**config.mk**
```make
export PLATFORM = sky130hd
export DESIGN_NAME = imem_loader
export DESIGN_NICKNAME = d
export VERILOG_FILES = /design/src/rtl/imem_pkg.sv /design/src/rtl/imem_byte_packer.sv /design/src/rtl/imem_loader.sv
export SDC_FILE = /design/constraint.sdc
export NUM_CORES = 1
export LEC_CHECK = 0
export ABC_CLOCK_PERIOD_IN_PS = 2900
export CORE_ASPECT_RATIO = 1.5
export CORE_MARGIN = 1.5
export CORE_UTILIZATION = 58
export CTS_BUF_LIST = sky130_fd_sc_hd__clkbuf_4 sky130_fd_sc_hd__clkbuf_8
export DETAILED_ROUTE_END_ITERATION = 7
export PLACE_DENSITY = 0.89
export REMOVE_ABC_BUFFERS = 1
export SETUP_SLACK_MARGIN = 0.05
export SKIP_CTS_REPAIR_TIMING = 1
export SLEW_MARGIN = 10
export SYNTH_ARGS = -nofsm -noshare
export SYNTH_HDL_FRONTEND = slang
export SYNTH_SLANG_ARGS = --single-unit
```
**constraint.sdc**
```tcl
create_clock -name clk -period 2.9 [get_ports clk]
set_input_delay 0.58 -clock clk [delete_from_list [all_inputs] [get_ports clk]]
set_output_delay 0.58 -clock clk [all_outputs]
set_load 0.05 [all_outputs]
```
**src/rtl/imem_pkg.sv**
```systemverilog
// Shared definitions for the instruction memory, its boot loader and the
// fetch unit. Optional feature macro: IMEM_LOADER_CHECKSUM_EN adds the CSUM
// state used by the loader's trailing checksum byte.
package imem_pkg;

  localparam int INST_W = 19;
  localparam int ADDR_W = 8;

  // Bits of the third instruction byte that lie above INST_W and must be 0.
  localparam logic [7:0] RSVD_MASK = 8'hF8;

  typedef enum logic [2:0] {
    ST_IDLE,
    ST_LEN,
    ST_B0,
    ST_B1,
    ST_B2,
`ifdef IMEM_LOADER_CHECKSUM_EN
    ST_CSUM,
`endif
    ST_DONE,
    ST_ERR
  } ld_state_e;

endpackage

```
**src/rtl/imem_byte_packer.sv**
```systemverilog
// Assembles one instruction from three little-endian bytes and flags an
// incoming top byte whose reserved bits are set.
module imem_byte_packer
  import imem_pkg::*;
#(
  parameter int INST_W = imem_pkg::INST_W
) (
  input  logic              clk,
  input  logic              rst,
  input  logic              clr,
  input  logic              shift_en,
  input  logic [7:0]        byte_in,
  output logic [INST_W-1:0] word,
  output logic              rsvd_nz
);

  logic [INST_W-1:0] word_q, word_d;
  logic [1:0]        idx_q, idx_d;

  // Next word/slot: clear on a new load, otherwise drop the byte into its slot.
  always_comb begin
    word_d = word_q;
    idx_d  = idx_q;
    if (clr) begin
      word_d = '0;
      idx_d  = 2'd0;
    end else if (shift_en) begin
      case (idx_q)
        2'd0: begin
          word_d[7:0] = byte_in;
          idx_d       = 2'd1;
        end
        2'd1: begin
          word_d[15:8] = byte_in;
          idx_d        = 2'd2;
        end
        default: begin
          word_d[INST_W-1:16] = byte_in[INST_W-17:0];
          idx_d               = 2'd0;
        end
      endcase
    end
  end

  // Word and slot-index registers.
  always_ff @(posedge clk or posedge rst) begin
    if (rst) begin
      word_q <= '0;
      idx_q  <= 2'd0;
    end else begin
      word_q <= word_d;
      idx_q  <= idx_d;
    end
  end

  assign word    = word_q;
  assign rsvd_nz = |(byte_in & RSVD_MASK);

endmodule

```
**src/rtl/imem_loader.sv**
```systemverilog
// Boot-time loader: length byte, then 3 bytes per instruction, one memory
// write per word at sequential addresses from 0. Optional feature macro:
// IMEM_LOADER_CHECKSUM_EN appends an XOR checksum byte after the last word.
module imem_loader
  import imem_pkg::*;
#(
  parameter int INST_W = imem_pkg::INST_W,
  parameter int ADDR_W = imem_pkg::ADDR_W
) (
  input  logic              clk,
  input  logic              rst,
  input  logic              start,
  input  logic [7:0]        byte_in,
  input  logic              byte_valid,
  output logic              byte_ready,
  output logic              wr_en,
  output logic [ADDR_W-1:0] wr_addr,
  output logic [INST_W-1:0] wr_data,
  output logic              busy,
  output logic              done,
  output logic              err,
  output logic [ADDR_W:0]   word_count
);

  ld_state_e         state_q, state_d;
  logic [ADDR_W-1:0] addr_q, addr_d, wr_addr_q, wr_addr_d;
  logic [ADDR_W:0]   word_count_q, word_count_d, len_q, len_d, count_inc;
  logic              wr_en_q, wr_en_d;
  logic              in_load, hs, shift_en, pk_clr, rsvd_nz, start_ok;
`ifdef IMEM_LOADER_CHECKSUM_EN
  logic [7:0]        csum_q, csum_d;
`endif

  // Decode of the states that take bytes from the stream.
  always_comb begin
    in_load = 1'b0;
    case (state_q)
      ST_LEN, ST_B0, ST_B1, ST_B2: in_load = 1'b1;
`ifdef IMEM_LOADER_CHECKSUM_EN
      ST_CSUM:                     in_load = 1'b1;
`endif
      default:                     in_load = 1'b0;
    endcase
  end

  // The write cycle itself takes no byte, giving 3 bytes per 4 cycles.
  assign byte_ready = in_load & ~wr_en_q;
  assign hs         = byte_valid & byte_ready;
  assign start_ok   = start & ~in_load;
  assign shift_en   = hs & ((state_q == ST_B0) | (state_q == ST_B1) | (state_q == ST_B2));
  assign pk_clr     = start_ok;
  assign count_inc  = word_count_q + (ADDR_W+1)'(1);

  imem_byte_packer #(.INST_W(INST_W)) u_packer (
    .clk      (clk),
    .rst      (rst),
    .clr      (pk_clr),
    .shift_en (shift_en),
    .byte_in  (byte_in),
    .word     (wr_data),
    .rsvd_nz  (rsvd_nz)
  );

  // Next-state, counters and write strobe; start outranks a same-cycle byte.
  always_comb begin
    state_d      = state_q;
    addr_d       = addr_q;
    wr_addr_d    = wr_addr_q;
    word_count_d = word_count_q;
    len_d        = len_q;
    wr_en_d      = 1'b0;
`ifdef IMEM_LOADER_CHECKSUM_EN
    csum_d       = csum_q;
    if (shift_en) csum_d = csum_q ^ byte_in;
`endif
    if (start_ok) begin
      state_d      = ST_LEN;
      addr_d       = '0;
      wr_addr_d    = '0;
      word_count_d = '0;
`ifdef IMEM_LOADER_CHECKSUM_EN
      csum_d       = 8'd0;
`endif
    end else if (hs) begin
      case (state_q)
        ST_LEN: begin
          // A length of 0 stands for a full 2^ADDR_W-word image.
          len_d   = (byte_in == 8'd0) ? (ADDR_W+1)'(1 << ADDR_W) : (ADDR_W+1)'(byte_in);
          state_d = ST_B0;
        end
        ST_B0: state_d = ST_B1;
        ST_B1: state_d = ST_B2;
        ST_B2: begin
          if (rsvd_nz) begin
            state_d = ST_ERR;
          end else begin
            wr_en_d      = 1'b1;
            wr_addr_d    = addr_q;
            addr_d       = addr_q + ADDR_W'(1);
            word_count_d = count_inc;
            if (count_inc == len_q) begin
`ifdef IMEM_LOADER_CHECKSUM_EN
              state_d = ST_CSUM;
`else
              state_d = ST_DONE;
`endif
            end else begin
              state_d = ST_B0;
            end
          end
        end
`ifdef IMEM_LOADER_CHECKSUM_EN
        ST_CSUM: state_d = (byte_in == csum_q) ? ST_DONE : ST_ERR;
`endif
        default: state_d = state_q;
      endcase
    end
  end

  // State and datapath registers.
  always_ff @(posedge clk or posedge rst) begin
    if (rst) begin
      state_q      <= ST_IDLE;
      addr_q       <= '0;
      wr_addr_q    <= '0;
      word_count_q <= '0;
      len_q        <= '0;
      wr_en_q      <= 1'b0;
`ifdef IMEM_LOADER_CHECKSUM_EN
      csum_q       <= 8'd0;
`endif
    end else begin
      state_q      <= state_d;
      addr_q       <= addr_d;
      wr_addr_q    <= wr_addr_d;
      word_count_q <= word_count_d;
      len_q        <= len_d;
      wr_en_q      <= wr_en_d;
`ifdef IMEM_LOADER_CHECKSUM_EN
      csum_q       <= csum_d;
`endif
    end
  end

  assign wr_en      = wr_en_q;
  assign wr_addr    = wr_addr_q;
  assign busy       = in_load;
  assign done       = (state_q == ST_DONE);
  assign err        = (state_q == ST_ERR);
  assign word_count = word_count_q;

endmodule

```
==> results of run 1 <==
-- power by group --
group	leakage [nW]	internal, W	switching, W	total (W)
Clock	0.122	0.000578	0.000324	0.000902
Combinational	0.761	0.000550	0.000974	0.00152
Sequential	0.792	0.00103	0.000203	0.00123
-- sequential cells by signal (all words and copies together), names as in the netlist --
register,flops
wr_addr,8
len_q,9
word_count,9
u_packer.idx_q,2
state_q,3
wr_en,1
addr_q,8
u_packer.word,19
-- worst min-delay path, delay by kind of cell (launching register included) --
kind	cells	cell delay [ns]
AND/OR/NAND/NOR	2	0.13
flip-flops	1	0.34
-- cell usage in the layout, fill, tap and decap left out, types with 8 or more instances in the layout --
master / Yosys / layout
a21oi_1: 8 / 8
buf_4: 0 / 13
clkbuf_8: 0 / 13
clkdlybuf4s50_1: 0 / 51
dfrtp_1: 59 / 59
mux2_2: 8 / 8
nand2_1: 73 / 73
nand3_1: 18 / 18
nor2_1: 22 / 22
o21ai_0: 34 / 34
xnor2_1: 8 / 8
xor2_1: 11 / 11
-- layer usage --
layer  up-vias  GRT usage [%]  part of all wire (%)
met5         -              0                     0
met4         0          14.55                   2.9
met3        21          6.512                   4.1
met2        80          50.40                    55
met1      1281          35.86                    38
li1       1209              -                     -
-- cell type report --
class	count	area (um2)	area share, %
flip-flops and latches	59	1476	39.46
clock buffers	13	178.9	4.783
inverters	5	20.02	0.5351
repair buffers	65	620.6	16.59
clock inverters	3	67.56	1.806
multi-input cells	235	1295	34.62
well taps	66	82.58	2.207
-- per-stage QoR --
stage                     hold slack (ns)  std cells  instance area, um2  worst slack, ns
final                              0.5030        446                3741           0.1847
after global routing               0.5373        446                3741          0.07368
after CTS                          0.5079        446                3739          0.09344
after detailed placement           0.4840        430                3492          0.03719
after global placement             0.4758        430                3492           0.1094
after floorplan                    0.4598        299                2791           0.1833
-- worst paths after layout --
path | from | endpoint | slack [ns] | depth (start not counted)
max in group asynchronous | rst | u_packer.word[2] | 1.65 | 3
setup reg to reg | state_q[1] | addr_q[6] | 0.55 | 7
hold / removal | wr_addr[1] | wr_addr[1] | 0.50 | 2
min in group asynchronous | rst | word_count[3] | 0.76 | 3
hold reg to reg | wr_addr[1] | wr_addr[1] | 0.50 | 2
setup / recovery | state_q[1] | busy | 0.18 | 4
-- cell families (layout without fill, tap and decap cells) --
logic type	after synthesis	count (layout)	synth area share, %
AND/OR/NAND/NOR	146	146	23.01
AO/OA/AOI/OAI	60	60	12.49
flip-flops	59	59	51.71
buffers and inverters	21	86	2.936
XOR/XNOR	19	19	5.828
multiplexers	8	8	3.155
adder cells (fa/ha/maj)	2	2	0.8763
==> impl_metrics.tcl, run 1 <==
set metrics [dict create \
    worst-path-buf-inv 2 \
    final-max-slew-violation-count 0 \
    synth-main-ff-cell "dfrtp_1" \
    cts-root-buf "clkbuf_8" \
    synthArstFlopShare_pct 100.0 \
    relSlewSlack_pct 51.18 \
    leakage_nw 1.674 \
    critPathMaxStageDelay_ns 0.69 \
    syn_to_final_growth_pct 31.03 \
    cts_buffers 9 \
    cts_htree_levels 3 \
    nNetsFinal 389 \
    die_h_um 88.93 \
    period_share_pct 93.63 \
    yosysMostFrequentCell "nand2_1" \
    worst_setup_path_start_kind "flop" \
    grt_max_degree 60 \
    wl_per_cell_um 16.13 \
    vdd_ir_drop_max_v 0.0006950 \
    synthCells 315 \
    drt_pre_antenna_iters 4 \
    worstMarginPinSlew_ns 0.7322 \
    required_ns 2.32 \
    antenna_found_initial 0 \
    utilization_pct 78.42 \
    syn_area_mm2 0.002855 \
    power-per-cell-area_mw_per_mm2 978.2 \
    num_io_pins 53 \
    fmax_mhz 368.3 \
    grt_overflow 0 \
    die_x_um 60.29 \
    remaining_drc_errors 0 \
    seq_area_frac_synth_pct 51.71 \
    setup.worst_path.end_class "primary output" \
    synth_edf_count 0 \
    syn_avg_cell_area_um2 9.064 \
    rsz0062_at_grt "no" \
    crit_type "reg -> out" \
    cap_violations 0 \
    fin_setup_tns_ns 0 \
    clock_sinks 59 \
    min_period_ns 2.715 \
    grtUsageTotal_pct 29.95 \
    clk_pin_slew_ns 0.07 \
    first_global_vias 2539 \
    synth_cell_types 37 \
    antenna_cells 0 \
    wl_um 7192 \
    netlist.area_leader.share_pct 51.71 \
    skew_ns 0.006263 \
    power_w 0.003660 \
    fill_cells 315 \
    yosys-top-cells-area "dfrtp_1, nand2_1, o21ai_0" \
    drt_iter0_markers 174 \
    initial_core_util_pct 59.85 \
    coreArea_mm2 0.004771 \
    cpMaxStageDelayCell "clkdlybuf4s50_1" \
    cts.path.max_buffers 2 \
    final_hold_viol_count 0 \
    vias 2591 \
    final_antenna_net_count 0 \
    critical_path.max_fanout 17 \
    cp_cell_sequence "or3_1, nand2_1, inv_1, clkdlybuf4s50_1" \
    netlist_top_cells_count "nand2_1, dfrtp_1, o21ai_0" \
    vias_per_cell 5.809 \
    place_congestion 0.9116 \
    cts_tree "yes" \
    setup_violations 0 \
    cp_top_family "buffers and inverters" \
    io_buffers 52 \
    place_hpwl_um 4863 \
    synth_warnings 0 \
    num_rows 31 \
    synth_seq_cells 59 \
    grt_pass1_wl_um 11790 \
    status "completed" \
    clk-insertion-delay-late_ns 0.34 \
    die_area_mm2 0.005361 \
    synth_largest_area_cell "dfrtp_1" \
    hp-class "reg -> reg" \
    arrival_ns 2.14 \
    drive_gt1_share_pct 10.79 \
]
Power figures use the tool's default switching activity.
==> run 2, diff against run 1 <==
- CAP_MARGIN: not set -> 30
==> results of run 2 <==
Final layout, timing and power as in run 1 (identical DEF).
==> run 3, diff against run 2 <==
- CELL_PAD_IN_SITES_DETAIL_PLACEMENT: not set -> 1
- CELL_PAD_IN_SITES_GLOBAL_PLACEMENT: not set -> 1
- CORE_UTILIZATION: 58 -> 44
- PLACE_DENSITY: 0.89 -> 0.9
==> run 3 against run 2 <==
Net effect:
- sequential power about the same
- via count up 0.27%
- final cell count up 1.6%
- combinational power up 4%
- power down 3.4%
- critical path depth down 1
- first-iteration DRC count down 29%
- sequential share of layout area up 0.29 points
==> impl_metrics.tcl, run 3 (same netlist as run 1, synthesis figures left out) <==
set metrics [dict create \
    antenna_cells 0 \
    vdd_ir_drop_max_v 0.0006527 \
    grt_overflow 0 \
    num_io_pins 53 \
    post-route-cell-area_mm2 0.003714 \
    final_common_cell "nand2_1" \
    min_delay_path_depth 2 \
    seqPwrFrac_pct 35.0 \
    cts_buffers 9 \
    worst_setup_path_start_kind "flop" \
    relSlewSlack_pct 59.87 \
    p_comb_share_pct 44.7 \
    cts_tree "yes" \
    place_congestion 0.8180 \
    drt_pre_antenna_iters 4 \
    clk-insertion-delay-late_ns 0.35 \
    fmax_mhz 374.8 \
    final_antenna_net_count 0 \
    cts_htree_levels 3 \
    arrival_ns 2.09 \
    cts-root-buf "clkbuf_8" \
    skew_ns 0.008415 \
    setup_violations 0 \
    postPlaceCellArea_mm2 0.003527 \
    min_period_ns 2.668 \
    hp-class "reg -> reg" \
    drt_iter0_markers 123 \
    io_buffers 52 \
    nNetsFinal 389 \
    setup.worst_path.end_class "primary output" \
    vias 2598 \
    required_ns 2.32 \
    power-per-cell-area_mw_per_mm2 952.3 \
    cts.path.max_buffers 2 \
    crit_type "reg -> out" \
    final_hold_viol_count 0 \
    wl_per_cell_um 19.38 \
    initial_core_util_pct 45.92 \
    die_x_um 68.78 \
    utilization_pct 59.72 \
    num_rows 35 \
    grt_max_degree 37 \
    switching_share_pct 44.27 \
    final-max-slew-violation-count 0 \
    coreArea_mm2 0.006218 \
    die_h_um 101.7 \
    period_share_pct 92.00 \
    p_clk_share_pct 20.3 \
    vias_per_cell 5.735 \
    place_hpwl_um 6205 \
    critical_path.max_fanout 13 \
    first_global_vias 2735 \
    status "completed" \
    grt_pass1_wl_um 13890 \
    leakage_nw 1.661 \
    remaining_drc_errors 0 \
    final_cell_mix "nand2_1, dfrtp_1, clkdlybuf4s50_1" \
    rsz0062_at_grt "no" \
    internal_power_w 0.001971 \
    clk_pin_slew_ns 0.07 \
    die_area_mm2 0.006992 \
    cap_violations 0 \
    grtUsageTotal_pct 27.65 \
    switching_power_w 0.001565 \
    power_w 0.003536 \
    worst-r2r-cell-count 6 \
    worstMarginPinSlew_ns 0.5997 \
    clock_sinks 59 \
    drive_gt1_share_pct 10.55 \
    wl_um 8780 \
    largest_reg_flops 19 \
    syn_to_final_growth_pct 30.06 \
    antenna_found_initial 0 \
]
==> run 3: cell count changes in the layout (fill, tap and decap cells not counted), sizes merged <==
cell / previous run / this run
bufinv: 2 / 1
clkbuf: 13 / 9
clkdlybuf4s50: 51 / 50
clkinv: 1 / 5
dlymetal6s2s: 1 / 2
==> run 3: critical path, stage by stage, from the launching register on <==
cell and delay, ns:
dfrtp_1 0.56, inv_1 0.14, nor3b_1 0.21, clkdlybuf4s50_1 0.83
==> run 3: final cells by class <==
class / instances / area [um2]
Timing Repair Buffer: 65 / 648.1
Clock buffer: 9 / 123.9
Fill cell: 726 / 2505
Sequential cell: 59 / 1476
Tap cell: 74 / 92.59
Inverter: 5 / 20.02
Multi-Input combinational cell: 235 / 1295
Clock inverter: 6 / 57.56
==> run 3: per-stage QoR <==
step / instances / worst slack [ns] / hold slack (ns) / setup TNS [ns]
global route: 453 / 0.1512 / 0.5432 / 0
CTS: 453 / 0.02562 / 0.5161 / 0
global placement: 438 / 0.07377 / 0.4769 / 0
floorplan: 299 / 0.1833 / 0.4598 / 0
finish: 453 / 0.2321 / 0.5122 / 0
detailed placement: 438 / -0.02417 / 0.4965 / -0.02417
==> run 3: metal layers <==
| layer | wire length [um] | GRT usage, % | vias to the layer above | part of all wire [%] |
|---|---|---|---|---|
| met3 | 217 | 5.444 | 18 | 2.5 |
| met5 | 0 | 0 | - | 0 |
| met1 | 3498 | 31.83 | 1320 | 40 |
| met2 | 4835 | 47.86 | 52 | 55 |
| met4 | 229 | 13.27 | 0 | 2.6 |
| li1 | - | - | 1208 | - |
==> run 3: path summary, 6_finish.rpt <==
kind / start / slack (ns) / end
min in group asynchronous: rst / 0.61 / wr_addr[2]
max: state_q[2] / 0.23 / err
min: wr_addr[0] / 0.51 / wr_addr[0]
min reg2reg: wr_addr[0] / 0.51 / wr_addr[0]
max in group asynchronous: rst / 1.70 / addr_q[6]
max reg2reg: state_q[1] / 0.51 / addr_q[7]
==> run 3: power by group through the flow <==
| stage | Sequential, W | Clock (W) | Combinational [W] |
|---|---|---|---|
| after global routing | 0.00126 | 0.000761 | 0.00169 |
| final | 0.00124 | 0.000717 | 0.00158 |
| after CTS | 0.00124 | 0.000723 | 0.00159 |
| after floorplan | 0.00160 | 0 | 0.000633 |
| after global placement | 0.00123 | 0 | 0.00151 |
| after detailed placement | 0.00125 | 0 | 0.00158 |
